`config.mk`:
```
export PLATFORM = sky130hd
export DESIGN_NAME = vga_timing_pipe_flat
export DESIGN_NICKNAME = d
export VERILOG_FILES = /design/src/rtl/vga_pkg.sv /design/src/rtl/vga_timing_pipe_if.sv /design/src/rtl/vga_axis_counter.sv /design/src/rtl/vga_timing_pipe.sv /design/src/flat_wrapper.sv
export SDC_FILE = /design/constraint.sdc
export NUM_CORES = 1
export LEC_CHECK = 0
export ABC_AREA = 1
export CAP_MARGIN = 20
export CORE_UTILIZATION = 30
export DETAILED_ROUTE_END_ITERATION = 10
export SYNTH_ARGS = -nofsm -noshare
export SYNTH_HDL_FRONTEND = slang
export SYNTH_HIERARCHICAL = 1
export SYNTH_SLANG_ARGS = --single-unit
```
`constraint.sdc`:
```
create_clock -name clk -period 3.1 [get_ports clk]
set_input_delay 0.31 -clock clk [delete_from_list [all_inputs] [get_ports clk]]
set_output_delay 0.31 -clock clk [all_outputs]
set_load 0.05 [all_outputs]
```
`src/rtl/vga_pkg.sv`:
```
// Shared types and helpers for the VGA raster generator.
// Holds the per-axis timing record, two stock video modes and the
// axis-total helper used to size the counters.
package vga_pkg;

    localparam int COORD_W = 11;

    // One axis of a video mode: visible span followed by the three blanking parts.
    typedef struct packed {
        logic [COORD_W-1:0] active;
        logic [COORD_W-1:0] fp;
        logic [COORD_W-1:0] sync;
        logic [COORD_W-1:0] bp;
    } vga_timing_t;

    // A complete mode: horizontal axis in pixels, vertical axis in lines.
    typedef struct packed {
        vga_timing_t h;
        vga_timing_t v;
    } vga_mode_t;

    localparam vga_mode_t VGA_640x480 = '{
        h: '{active: 11'd640, fp: 11'd16, sync: 11'd96,  bp: 11'd48},
        v: '{active: 11'd480, fp: 11'd10, sync: 11'd2,   bp: 11'd33}
    };

    localparam vga_mode_t VGA_800x600 = '{
        h: '{active: 11'd800, fp: 11'd40, sync: 11'd128, bp: 11'd88},
        v: '{active: 11'd600, fp: 11'd1,  sync: 11'd4,   bp: 11'd23}
    };

    // Full period of one axis (visible + porches + sync).
    function automatic int total(input vga_timing_t t);
        return int'(t.active) + int'(t.fp) + int'(t.sync) + int'(t.bp);
    endfunction

endpackage

```
`src/rtl/vga_timing_pipe_if.sv`:
```
// Video bus between renderer / frame buffer and the raster generator.
// master: the raster generator (drives fetch coordinates and DAC pins).
// slave : the renderer side (supplies colour for each fetch).
// Optional test_mode input exists only when VGA_TEST_PATTERN_EN is defined.
interface vga_timing_pipe_if #(
    parameter int COLOR_W = 8
);
    logic [COLOR_W-1:0] R;
    logic [COLOR_W-1:0] G;
    logic [COLOR_W-1:0] B;
`ifdef VGA_TEST_PATTERN_EN
    logic               test_mode;
`endif
    logic [10:0]        fetch_x;
    logic [10:0]        fetch_y;
    logic               fetch_valid;
    logic               pix_ce;
    logic               frame_start;
    logic [COLOR_W-1:0] VGA_R;
    logic [COLOR_W-1:0] VGA_G;
    logic [COLOR_W-1:0] VGA_B;
    logic               VGA_HS;
    logic               VGA_VS;
    logic               VGA_BLANK_N;
    logic               VGA_SYNC_N;

`ifdef VGA_TEST_PATTERN_EN
    modport master (
        input  R, G, B, test_mode,
        output fetch_x, fetch_y, fetch_valid, pix_ce, frame_start,
               VGA_R, VGA_G, VGA_B, VGA_HS, VGA_VS, VGA_BLANK_N, VGA_SYNC_N
    );
    modport slave (
        output R, G, B, test_mode,
        input  fetch_x, fetch_y, fetch_valid, pix_ce, frame_start,
               VGA_R, VGA_G, VGA_B, VGA_HS, VGA_VS, VGA_BLANK_N, VGA_SYNC_N
    );
`else
    modport master (
        input  R, G, B,
        output fetch_x, fetch_y, fetch_valid, pix_ce, frame_start,
               VGA_R, VGA_G, VGA_B, VGA_HS, VGA_VS, VGA_BLANK_N, VGA_SYNC_N
    );
    modport slave (
        output R, G, B,
        input  fetch_x, fetch_y, fetch_valid, pix_ce, frame_start,
               VGA_R, VGA_G, VGA_B, VGA_HS, VGA_VS, VGA_BLANK_N, VGA_SYNC_N
    );
`endif

endinterface

```
`src/rtl/vga_axis_counter.sv`:
```
// One raster axis: counts 0..TOTAL-1 on en_i, flags the visible and sync
// regions of the current count and reports the enabled step that wraps.
module vga_axis_counter
    import vga_pkg::*;
#(
    parameter vga_timing_t T = VGA_640x480.h
) (
    input  logic               clk,
    input  logic               rst,
    input  logic               en_i,
    output logic [COORD_W-1:0] cnt_o,
    output logic               active_o,
    output logic               sync_o,
    output logic               wrap_o
);

    localparam logic [COORD_W-1:0] LAST    = COORD_W'(total(T) - 1);
    localparam logic [COORD_W-1:0] SYNC_LO = COORD_W'(int'(T.active) + int'(T.fp));
    localparam logic [COORD_W-1:0] SYNC_HI = COORD_W'(int'(T.active) + int'(T.fp) + int'(T.sync));

    logic [COORD_W-1:0] cnt_q;
    logic [COORD_W-1:0] cnt_d;

    assign wrap_o   = en_i && (cnt_q == LAST);
    assign active_o = (cnt_q < T.active);
    assign sync_o   = (cnt_q >= SYNC_LO) && (cnt_q < SYNC_HI);
    assign cnt_o    = cnt_q;

    // Next count: hold, step, or fold back to zero after the last position.
    always_comb begin
        cnt_d = cnt_q;
        if (en_i) begin
            cnt_d = (cnt_q == LAST) ? '0 : cnt_q + COORD_W'(1);
        end
    end

    // Position register.
    always_ff @(posedge clk or posedge rst) begin
        if (rst) begin
            cnt_q <= '0;
        end else begin
            cnt_q <= cnt_d;
        end
    end

endmodule

```
`src/rtl/vga_timing_pipe.sv`:
```
// Parametrised VGA raster generator with a colour path.
// Issues fetch coordinates LEAD pixel ticks ahead of display and delays
// sync/blank through a matching pipe so returned RGB lines up at the pins.
// Optional feature: define VGA_TEST_PATTERN_EN to add test_mode, which
// replaces the RGB inputs with eight vertical colour bars.
module vga_timing_pipe
    import vga_pkg::*;
#(
    parameter int COLOR_W  = 8,
    parameter int CLK_DIV  = 2,
    parameter int H_ACTIVE = 640,
    parameter int H_FP     = 16,
    parameter int H_SYNC   = 96,
    parameter int H_BP     = 48,
    parameter int V_ACTIVE = 480,
    parameter int V_FP     = 10,
    parameter int V_SYNC   = 2,
    parameter int V_BP     = 33,
    parameter int HS_POL   = 0,
    parameter int VS_POL   = 0,
    parameter int LEAD     = 2
) (
    input  logic              clk,
    input  logic              rst,
    vga_timing_pipe_if.master vif
);

    localparam int H_TOTAL = H_ACTIVE + H_FP + H_SYNC + H_BP;
    localparam int V_TOTAL = V_ACTIVE + V_FP + V_SYNC + V_BP;

    localparam vga_timing_t H_TIM = '{active: 11'(H_ACTIVE), fp: 11'(H_FP),
                                      sync: 11'(H_SYNC), bp: 11'(H_BP)};
    localparam vga_timing_t V_TIM = '{active: 11'(V_ACTIVE), fp: 11'(V_FP),
                                      sync: 11'(V_SYNC), bp: 11'(V_BP)};

    localparam logic HS_ACT = 1'(HS_POL);
    localparam logic VS_ACT = 1'(VS_POL);

    localparam int DIV_W = (CLK_DIV > 1) ? $clog2(CLK_DIV) : 1;
    localparam logic [DIV_W-1:0] DIV_LAST = DIV_W'(CLK_DIV - 1);

`ifdef VGA_TEST_PATTERN_EN
    localparam int PW = COORD_W + 3;
`else
    localparam int PW = 3;
`endif

    if (CLK_DIV < 1) begin : g_bad_div
        $error("vga_timing_pipe: CLK_DIV must be >= 1");
    end
    if (LEAD < 0 || LEAD > 15) begin : g_bad_lead
        $error("vga_timing_pipe: LEAD must be in 0..15");
    end
    if (H_TOTAL >= 2048 || V_TOTAL >= 2048) begin : g_bad_total
        $error("vga_timing_pipe: H_TOTAL and V_TOTAL must be < 2048");
    end

    logic [DIV_W-1:0]   div_q;
    logic               tick;
    logic [COORD_W-1:0] h_cnt, v_cnt;
    logic               h_act, v_act, h_sync, v_sync, h_wrap, v_wrap;
    logic               first_q;
    logic [PW-1:0]      raw_vec, tail_vec;

    assign tick = (div_q == DIV_LAST);

    // Pixel-rate divider; with CLK_DIV=1 it stays at zero and ticks every clock.
    always_ff @(posedge clk or posedge rst) begin
        if (rst) begin
            div_q <= '0;
        end else begin
            div_q <= tick ? '0 : div_q + DIV_W'(1);
        end
    end

    vga_axis_counter #(.T(H_TIM)) u_h (
        .clk     (clk),
        .rst     (rst),
        .en_i    (tick),
        .cnt_o   (h_cnt),
        .active_o(h_act),
        .sync_o  (h_sync),
        .wrap_o  (h_wrap)
    );

    vga_axis_counter #(.T(V_TIM)) u_v (
        .clk     (clk),
        .rst     (rst),
        .en_i    (h_wrap),
        .cnt_o   (v_cnt),
        .active_o(v_act),
        .sync_o  (v_sync),
        .wrap_o  (v_wrap)
    );

    // Marks that the coming tick is raw (0,0): set out of reset and after the
    // last tick of every frame, so no wide zero-compare is needed.
    always_ff @(posedge clk or posedge rst) begin
        if (rst) begin
            first_q <= 1'b1;
        end else if (tick) begin
            first_q <= v_wrap;
        end
    end

    // Pipe entry layout, LSB first: active, vsync, hsync, [column].
`ifdef VGA_TEST_PATTERN_EN
    assign raw_vec = {h_cnt, h_sync, v_sync, h_act & v_act};
`else
    assign raw_vec = {h_sync, v_sync, h_act & v_act};
`endif

    if (LEAD == 0) begin : g_direct
        assign tail_vec = raw_vec;
    end else begin : g_pipe
        logic [PW-1:0] pipe_q [LEAD];

        // LEAD-deep delay advanced per pixel tick; all-zero entries mean blank, sync idle.
        always_ff @(posedge clk or posedge rst) begin
            if (rst) begin
                for (int i = 0; i < LEAD; i++) begin
                    pipe_q[i] <= '0;
                end
            end else if (tick) begin
                pipe_q[0] <= raw_vec;
                for (int i = 1; i < LEAD; i++) begin
                    pipe_q[i] <= pipe_q[i-1];
                end
            end
        end

        assign tail_vec = pipe_q[LEAD-1];
    end

    logic [COLOR_W-1:0] src_r, src_g, src_b;

`ifdef VGA_TEST_PATTERN_EN
    logic [COORD_W-1:0] tail_x;
    logic [2:0]         bar;

    assign tail_x = tail_vec[PW-1:3];
    assign bar    = 3'((int'(tail_x) * 8) / H_ACTIVE);

    // Bars white, yellow, cyan, green, magenta, red, blue, black: each channel
    // turns out to be the inverse of one bar-index bit.
    always_comb begin
        src_r = vif.R;
        src_g = vif.G;
        src_b = vif.B;
        if (vif.test_mode) begin
            src_r = {COLOR_W{~bar[1]}};
            src_g = {COLOR_W{~bar[2]}};
            src_b = {COLOR_W{~bar[0]}};
        end
    end
`else
    assign src_r = vif.R;
    assign src_g = vif.G;
    assign src_b = vif.B;
`endif

    logic               hs_d, vs_d, blank_n_d;
    logic [COLOR_W-1:0] r_d, g_d, b_d;

    // Output-stage next values from the pipe tail; colour forced to 0 while blanked.
    always_comb begin
        hs_d      = tail_vec[2] ? HS_ACT : ~HS_ACT;
        vs_d      = tail_vec[1] ? VS_ACT : ~VS_ACT;
        blank_n_d = tail_vec[0];
        r_d       = '0;
        g_d       = '0;
        b_d       = '0;
        if (tail_vec[0]) begin
            r_d = src_r;
            g_d = src_g;
            b_d = src_b;
        end
    end

    logic [COORD_W-1:0] fetch_x_q, fetch_y_q;
    logic               fetch_valid_q, pix_ce_q, frame_start_q;
    logic               hs_q, vs_q, blank_n_q;
    logic [COLOR_W-1:0] r_q, g_q, b_q;

    // Output registers: strobes every clock, everything else loads on the tick and holds.
    always_ff @(posedge clk or posedge rst) begin
        if (rst) begin
            fetch_x_q     <= '0;
            fetch_y_q     <= '0;
            fetch_valid_q <= 1'b0;
            pix_ce_q      <= 1'b0;
            frame_start_q <= 1'b0;
            hs_q          <= ~HS_ACT;
            vs_q          <= ~VS_ACT;
            blank_n_q     <= 1'b0;
            r_q           <= '0;
            g_q           <= '0;
            b_q           <= '0;
        end else begin
            pix_ce_q      <= tick;
            frame_start_q <= tick & first_q;
            if (tick) begin
                fetch_x_q     <= h_cnt;
                fetch_y_q     <= v_cnt;
                fetch_valid_q <= h_act & v_act;
                hs_q          <= hs_d;
                vs_q          <= vs_d;
                blank_n_q     <= blank_n_d;
                r_q           <= r_d;
                g_q           <= g_d;
                b_q           <= b_d;
            end
        end
    end

    assign vif.fetch_x     = fetch_x_q;
    assign vif.fetch_y     = fetch_y_q;
    assign vif.fetch_valid = fetch_valid_q;
    assign vif.pix_ce      = pix_ce_q;
    assign vif.frame_start = frame_start_q;
    assign vif.VGA_HS      = hs_q;
    assign vif.VGA_VS      = vs_q;
    assign vif.VGA_BLANK_N = blank_n_q;
    assign vif.VGA_R       = r_q;
    assign vif.VGA_G       = g_q;
    assign vif.VGA_B       = b_q;
    assign vif.VGA_SYNC_N  = 1'b0;

endmodule

```
`src/flat_wrapper.sv`:
```
// flat-port wrapper written by rule: the top's interface ports become plain ports
module vga_timing_pipe_flat import vga_pkg::*;
#(
    parameter int COLOR_W  = 8,
    parameter int CLK_DIV  = 2,
    parameter int H_ACTIVE = 640,
    parameter int H_FP     = 16,
    parameter int H_SYNC   = 96,
    parameter int H_BP     = 48,
    parameter int V_ACTIVE = 480,
    parameter int V_FP     = 10,
    parameter int V_SYNC   = 2,
    parameter int V_BP     = 33,
    parameter int HS_POL   = 0,
    parameter int VS_POL   = 0,
    parameter int LEAD     = 2
)
  (clk, rst, vif_R, vif_G, vif_B, vif_fetch_x, vif_fetch_y, vif_fetch_valid, vif_pix_ce, vif_frame_start, vif_VGA_R, vif_VGA_G, vif_VGA_B, vif_VGA_HS, vif_VGA_VS, vif_VGA_BLANK_N, vif_VGA_SYNC_N);
  vga_timing_pipe_if #(.COLOR_W(COLOR_W)) vif_i ();
  input  logic clk;
  input  logic rst;
  input wire logic [$bits(vif_i.R)-1:0] vif_R;
  input wire logic [$bits(vif_i.G)-1:0] vif_G;
  input wire logic [$bits(vif_i.B)-1:0] vif_B;
  output wire logic [$bits(vif_i.fetch_x)-1:0] vif_fetch_x;
  output wire logic [$bits(vif_i.fetch_y)-1:0] vif_fetch_y;
  output wire logic [$bits(vif_i.fetch_valid)-1:0] vif_fetch_valid;
  output wire logic [$bits(vif_i.pix_ce)-1:0] vif_pix_ce;
  output wire logic [$bits(vif_i.frame_start)-1:0] vif_frame_start;
  output wire logic [$bits(vif_i.VGA_R)-1:0] vif_VGA_R;
  output wire logic [$bits(vif_i.VGA_G)-1:0] vif_VGA_G;
  output wire logic [$bits(vif_i.VGA_B)-1:0] vif_VGA_B;
  output wire logic [$bits(vif_i.VGA_HS)-1:0] vif_VGA_HS;
  output wire logic [$bits(vif_i.VGA_VS)-1:0] vif_VGA_VS;
  output wire logic [$bits(vif_i.VGA_BLANK_N)-1:0] vif_VGA_BLANK_N;
  output wire logic [$bits(vif_i.VGA_SYNC_N)-1:0] vif_VGA_SYNC_N;
  assign vif_i.R = vif_R;
  assign vif_i.G = vif_G;
  assign vif_i.B = vif_B;
  assign vif_fetch_x = vif_i.fetch_x;
  assign vif_fetch_y = vif_i.fetch_y;
  assign vif_fetch_valid = vif_i.fetch_valid;
  assign vif_pix_ce = vif_i.pix_ce;
  assign vif_frame_start = vif_i.frame_start;
  assign vif_VGA_R = vif_i.VGA_R;
  assign vif_VGA_G = vif_i.VGA_G;
  assign vif_VGA_B = vif_i.VGA_B;
  assign vif_VGA_HS = vif_i.VGA_HS;
  assign vif_VGA_VS = vif_i.VGA_VS;
  assign vif_VGA_BLANK_N = vif_i.VGA_BLANK_N;
  assign vif_VGA_SYNC_N = vif_i.VGA_SYNC_N;
  vga_timing_pipe #(.COLOR_W(COLOR_W), .CLK_DIV(CLK_DIV), .H_ACTIVE(H_ACTIVE), .H_FP(H_FP), .H_SYNC(H_SYNC), .H_BP(H_BP), .V_ACTIVE(V_ACTIVE), .V_FP(V_FP), .V_SYNC(V_SYNC), .V_BP(V_BP), .HS_POL(HS_POL), .VS_POL(VS_POL), .LEAD(LEAD)) u_core (.clk(clk), .rst(rst), .vif(vif_i));
endmodule
```
# Word-level counts from Yosys, hierarchy flattened
# Cells that the tools add are included.
# totals
ff_bits	82
in_bits	26
# op_classes
add_sub_neg	3
magnitude_cmp	6
n_eq_ne	2
muxes	8
n_bitwise	2
n_reduce_logical	4
# op_table
op	n
$mux 8	3
$add 11x1->11 const B	2
$eq 11x10->1 const B	2
$lt 11x10->1 const B	2
$lt 11x9->1 const B	2
$mux 11	2
$ge 11x10->1 const B	1
$ge 11x9->1 const B	1
$logic_and 1x1->1	4
$mux 1	3
$and 1x1->1	2
$add 1x1->1 const B	1

# Logic depth before layout (Yosys ltp)
# logic_depth
ltp_word	3
mapped_depth	12
ltp_nobuf	11

# Modules after synthesis
# The synthesis kept the hierarchy.
# by_module_without_submodules
module	instances	cells_each	area_per_inst_um2	seq_area_each_um2
vga_timing_pipe	1	250	2258.4	1480.2
vga_axis_counter at u_core.u_v	1	98	696.9	275.3
vga_axis_counter at u_core.u_h	1	89	674.4	275.3

# Worst setup path after synthesis
# OpenSTA, ideal clock, no wires.
# synth_timing
path_kind	flip-flop to flip-flop
startpoint	register u_core.u_h.cnt_q[0] (netlist: u_core/u_h/cnt_o[0])
endpoint	register u_core.u_v.cnt_q[7] (netlist: u_core/u_v/cnt_o[7])
setup_time_ns	0.120
arrival_time_ns	1.599
slack_ns	1.381
stages_incl_launch_ff	12
path_buffers	1
path_cell_list	dfrtp_1 > ha_1 > nand2_1 > nor2_2 > nand3_4 > inv_1 > buf_4 > nand3_1 > nor2_2 > nand2_2 > o21ai_1 > nand2_1
# synth_via
elab_chain_cells	2
# synth_rtl
item	line	text
from (decl)	vga_axis_counter.sv:21	logic [COORD_W-1:0] cnt_q;
from (signal assigned)	vga_axis_counter.sv:42	cnt_q <= cnt_d;
$eq 11x10->1	vga_axis_counter.sv:24	assign wrap_o = en_i && (cnt_q == LAST);
$logic_and 1x1->1	vga_axis_counter.sv:24	
named net u_core.h_wrap	vga_timing_pipe.sv:61	logic h_act, v_act, h_sync, v_sync, h_wrap, v_wrap;
to (signal assigned)	vga_axis_counter.sv:42	
to (decl)	vga_axis_counter.sv:21	
# The timed path passes the listed nets, and every way through them passes these cells.
# A chain may end at the register's enable or synchronous reset.

# Worst setup path after layout
# layout_timing
startpoint	register u_core.div_q
endpoint	register u_core.u_v.cnt_q[7] (netlist: u_core/u_v/cnt_o[7])
# layout_via
elab_chain_cells	1
# layout_rtl
item	line	text
from (decl)	vga_timing_pipe.sv:58	logic [DIV_W-1:0] div_q;
from (signal assigned)	vga_timing_pipe.sv:72	div_q <= tick ? '0 : div_q + DIV_W'(1);
$logic_and 1x1->1	vga_axis_counter.sv:24	
named net u_core.h_wrap	vga_timing_pipe.sv:61	
# The timed path passes the listed nets, and every way through them passes these cells.

==> impl_metrics.env <==
export IMPL_num_io_pins=79
export IMPL_synth_yosys_seq_area_share_pct=55.9
export IMPL_period_needed_ns=2.02
export IMPL_detail_route_wirelength_um=8090
export IMPL_violations="DRC"
export IMPL_starting_density_of_the_core_pct=31.3
export IMPL_die_height_um=112
export IMPL_max_cap_violations=0
export IMPL_relSlewSlack_pct=38.7
export IMPL_antenna_found_initial=0
export IMPL_final_util_pct=41.3
export IMPL_clock_insertion_delay_worst_skew_ns=0.33
export IMPL_cp_top_family="simple AND/OR/NAND/NOR gates"
export IMPL_cpPeakStageDelay_ns=0.60
export IMPL_clockBufferDepth=2
export IMPL_number_of_instances_in_the_synthesized_netlist=437
export IMPL_place_congestion=0.866
export IMPL_hold_worst_slack_ns=0.385
export IMPL_final_hold_violations=0
export IMPL_clock_skew_ns=0.00356
export IMPL_cpMaxStageDelayCell="dfrtp_2"
export IMPL_max_slew_worst_pin_slew_ns=0.918
export IMPL_crit_reg2reg_launch="u_core/div_q"
export IMPL_cts_buffers_inserted=9
export IMPL_grt_overflow=0
export IMPL_netlist_area_um2=3630
export IMPL_post_synth_num_cell_types=30
export IMPL_placement_io_buffers=77
export IMPL_drc_errors_left=12
export IMPL_postSynthRegisterBits=81
export IMPL_finalSetupViolations=0
export IMPL_synth_compound_gate_area_share_pct=1.83
export IMPL_clk_pin_slew_ns=0.06
export IMPL_adder_cell_area_share_of_the_yosys_netlist_pct=1.03
export IMPL_unrepaired_setup_endpoints_after_global_routing="no"
export IMPL_postCtsSetupBuffers=0
export IMPL_dp_final_hpwl_um=5540
export IMPL_drt_antenna_violating_nets=0
export IMPL_layout_worst_path_cycle_share_pct=65.2
export IMPL_cp_end_kind="flop"
export IMPL_average_wire_per_cell_in_the_routed_design_um=12.3
export IMPL_nNetsFinal=540
export IMPL_coreArea_um2=11600
export IMPL_synth_xor_xnor_area_share_pct=1.45
export IMPL_cp_start_kind="flop"
export IMPL_cp_buffers_inverters=1
export IMPL_cts_tree="built"
export IMPL_outcome="complete, but fails checks"
export IMPL_final_layout_size_suffix_gt1_share_pct=7.36
export IMPL_grtUsageTotal_pct=13.8
export IMPL_synth_simple_area_share_pct=32.9
export IMPL_synth_mux_area_fraction_pct=0
export IMPL_power_ir_vdd_worst_v=0.000254
export IMPL_crit_chain="nand2_1, nor2_2, nand3_4, inv_1, nand3_1, nor2_2, nand2_2, o21ai_1, nand2_1"
export IMPL_first_pass_iters=8
export IMPL_die_span_x_um=112
export IMPL_maxSlewViolCount=0
export IMPL_standby_leakage_power_nw=2.42
export IMPL_p_total_mw=2.29
export IMPL_arrival_ns=2.24
export IMPL_number_of_gates_resized_after_cts=0
export IMPL_min_path_type="primary input to asynchronous set/reset pin"
export IMPL_power_density_cell_area_nw_per_um2=477
export IMPL_combinational_family_with_the_most_area_after_synthesis="simple AND/OR/NAND/NOR gates"
export IMPL_detailroute_via_count=2934
export IMPL_layout_overhead_on_the_synthesized_area_pct=32.1
export IMPL_synth_fp_nets=466
export IMPL_cts_hold_repair_buffers=0
export IMPL_htree_levels=3
export IMPL_via_count_of_the_first_global_routing_pass=2837
export IMPL_diodes=0
export IMPL_cp_startpoint="u_core/div_q"
export IMPL_setup_tns_final_ns=0
export IMPL_drt_initial_drc_count=277
export IMPL_clock_sinks=81
export IMPL_synthesis_area_per_instance_um2=8.31
export IMPL_clock_root_buffer="clkbuf_16"
export IMPL_clock_fmax_mhz=495
export IMPL_synth_warning_count=6
export IMPL_grt_pass1_wl_um=13800
export IMPL_drt_vias_per_instance=4.45
export IMPL_crit_type="flop to flop"
export IMPL_grt_start_max_net_pins=58
export IMPL_critical_path_fanout_max=22
export IMPL_required_ns=3.32
export IMPL_die_area_um2=12500
export IMPL_number_of_standard_cell_rows_in_the_floorplan=39
## flip-flops by register name (all words and copies together), names as in the netlist, 8 cells and up
| name | flops |
|---|---|
| u_core/u_v/cnt_o | 11 |
| u_core/vif.fetch_x | 11 |
| u_core/vif.VGA_G | 8 |
| u_core/vif.VGA_R | 8 |
| u_core/vif.fetch_y | 11 |
| u_core/vif.VGA_B | 8 |
| u_core/u_h/cnt_o | 11 |
## synthesized netlist by cell type, drive strengths merged
library cell / instances / area [µm²]
or2: 2 / 12.5
nand2: 190 / 721
nand4: 5 / 31.3
ha: 3 / 37.5
xnor2: 1 / 8.76
a21oi: 5 / 28.8
o22ai: 1 / 6.26
nand3: 43 / 245
inv: 39 / 146
dfstp: 3 / 78.8
buf: 13 / 82.6
nor3: 6 / 41.3
conb: 1 / 3.75
a211oi: 1 / 7.51
xor2: 5 / 43.8
nor2: 33 / 144
clkbuf: 4 / 15.0
dfrtp: 78 / 1950
o21ai: 4 / 23.8
## stage by stage
| stage | worst slack [ns] | cell area [µm²] | std cells |
|---|---|---|---|
| 5_1_grt | 0.891 | 4800 | 659 |
| 3_5_place_dp | 1.09 | 4510 | 643 |
| 6_report | 1.08 | 4800 | 659 |
| 2_1_floorplan | 1.34 | 3630 | 437 |
| 4_1_cts | 1.08 | 4800 | 659 |
| 3_3_place_gp | 1.10 | 4510 | 643 |
## worst paths after layout
check	slack, ns	to	cells past startpoint
max in group asynchronous	2.01	u_core/vif.VGA_G[4]	3
hold reg to reg	0.46	u_core/first_q	2
min in group clk	0.46	u_core/first_q	2
setup reg to reg	1.08	u_core/u_v/cnt_o[7]	9
setup / recovery	1.08	u_core/u_v/cnt_o[7]	9
hold / removal	0.38	u_core/u_v/cnt_o[2]	2
## kinds of logic (layout without fill, tap and decap cells)
kind of cell | count (synthesis) | count (layout)
other cells | 1 | 1
simple gates | 279 | 279
fa+ha+maj | 3 | 3
xor+xnor | 6 | 6
flops | 81 | 81
compound gates | 11 | 11
buf+inv | 56 | 135
## cell type report
cell class                      instances  area [µm²]
Clock buffer                           13         250
Clock inverter                          3        40.0
Fill cell                            1127        6820
Inverter                               39         146
Multi-Input combinational cell        300        1360
Sequential cell                        81        2030
Tap cell                              143         179
Timing Repair Buffer                   80         793
## worst register-to-register path, stage by stage (launching register included)
cell,delay [ns]
dfrtp_2,0.60
nand2_1,0.13
nor2_2,0.19
nand3_4,0.14
inv_1,0.27
nand3_1,0.13
nor2_2,0.21
nand2_2,0.07
o21ai_1,0.12
nand2_1,0.06
## per-layer routing
| layer | part of all wire (%) | GRT usage (%) | up-vias |
|---|---|---|---|
| met4 | 1.7 | 6.40 | 0 |
| li1 | - | - | 1502 |
| met2 | 41 | 19.4 | 84 |
| met5 | 0 | 0 | - |
| met1 | 50 | 19.8 | 1336 |
| met3 | 6.9 | 3.38 | 12 |
## where the power goes
part / leakage, nW / switching, mW / internal, mW / total, mW
combinational: 1.26 / 0.102 / 0.0634 / 0.166
sequential: 1.02 / 0.00886 / 1.07 / 1.08
clock: 0.144 / 0.394 / 0.644 / 1.04
total: 2.42 / 0.505 / 1.78 / 2.29
## layout by cell type, fill, tap and decap left out, types with 2 or more instances in the layout
cell and instances:
clkdlybuf4s50_1 77, clkbuf_16 9, clkinv_2 2, nand3_4 2, o21ai_0 2, a21oi_1 4
nand2_2 3, inv_1 36, nor2_4 2, nand3_1 40, ha_1 3, nand4_1 5
buf_4 3, nor2_1 29, nor2_2 2, or2_2 2, inv_2 3, nand2_1 187
clkbuf_1 3, xor2_1 5, nor3_1 5, dfstp_2 3, dfrtp_1 77
Note: power is estimated with default switching activity, not from simulation.
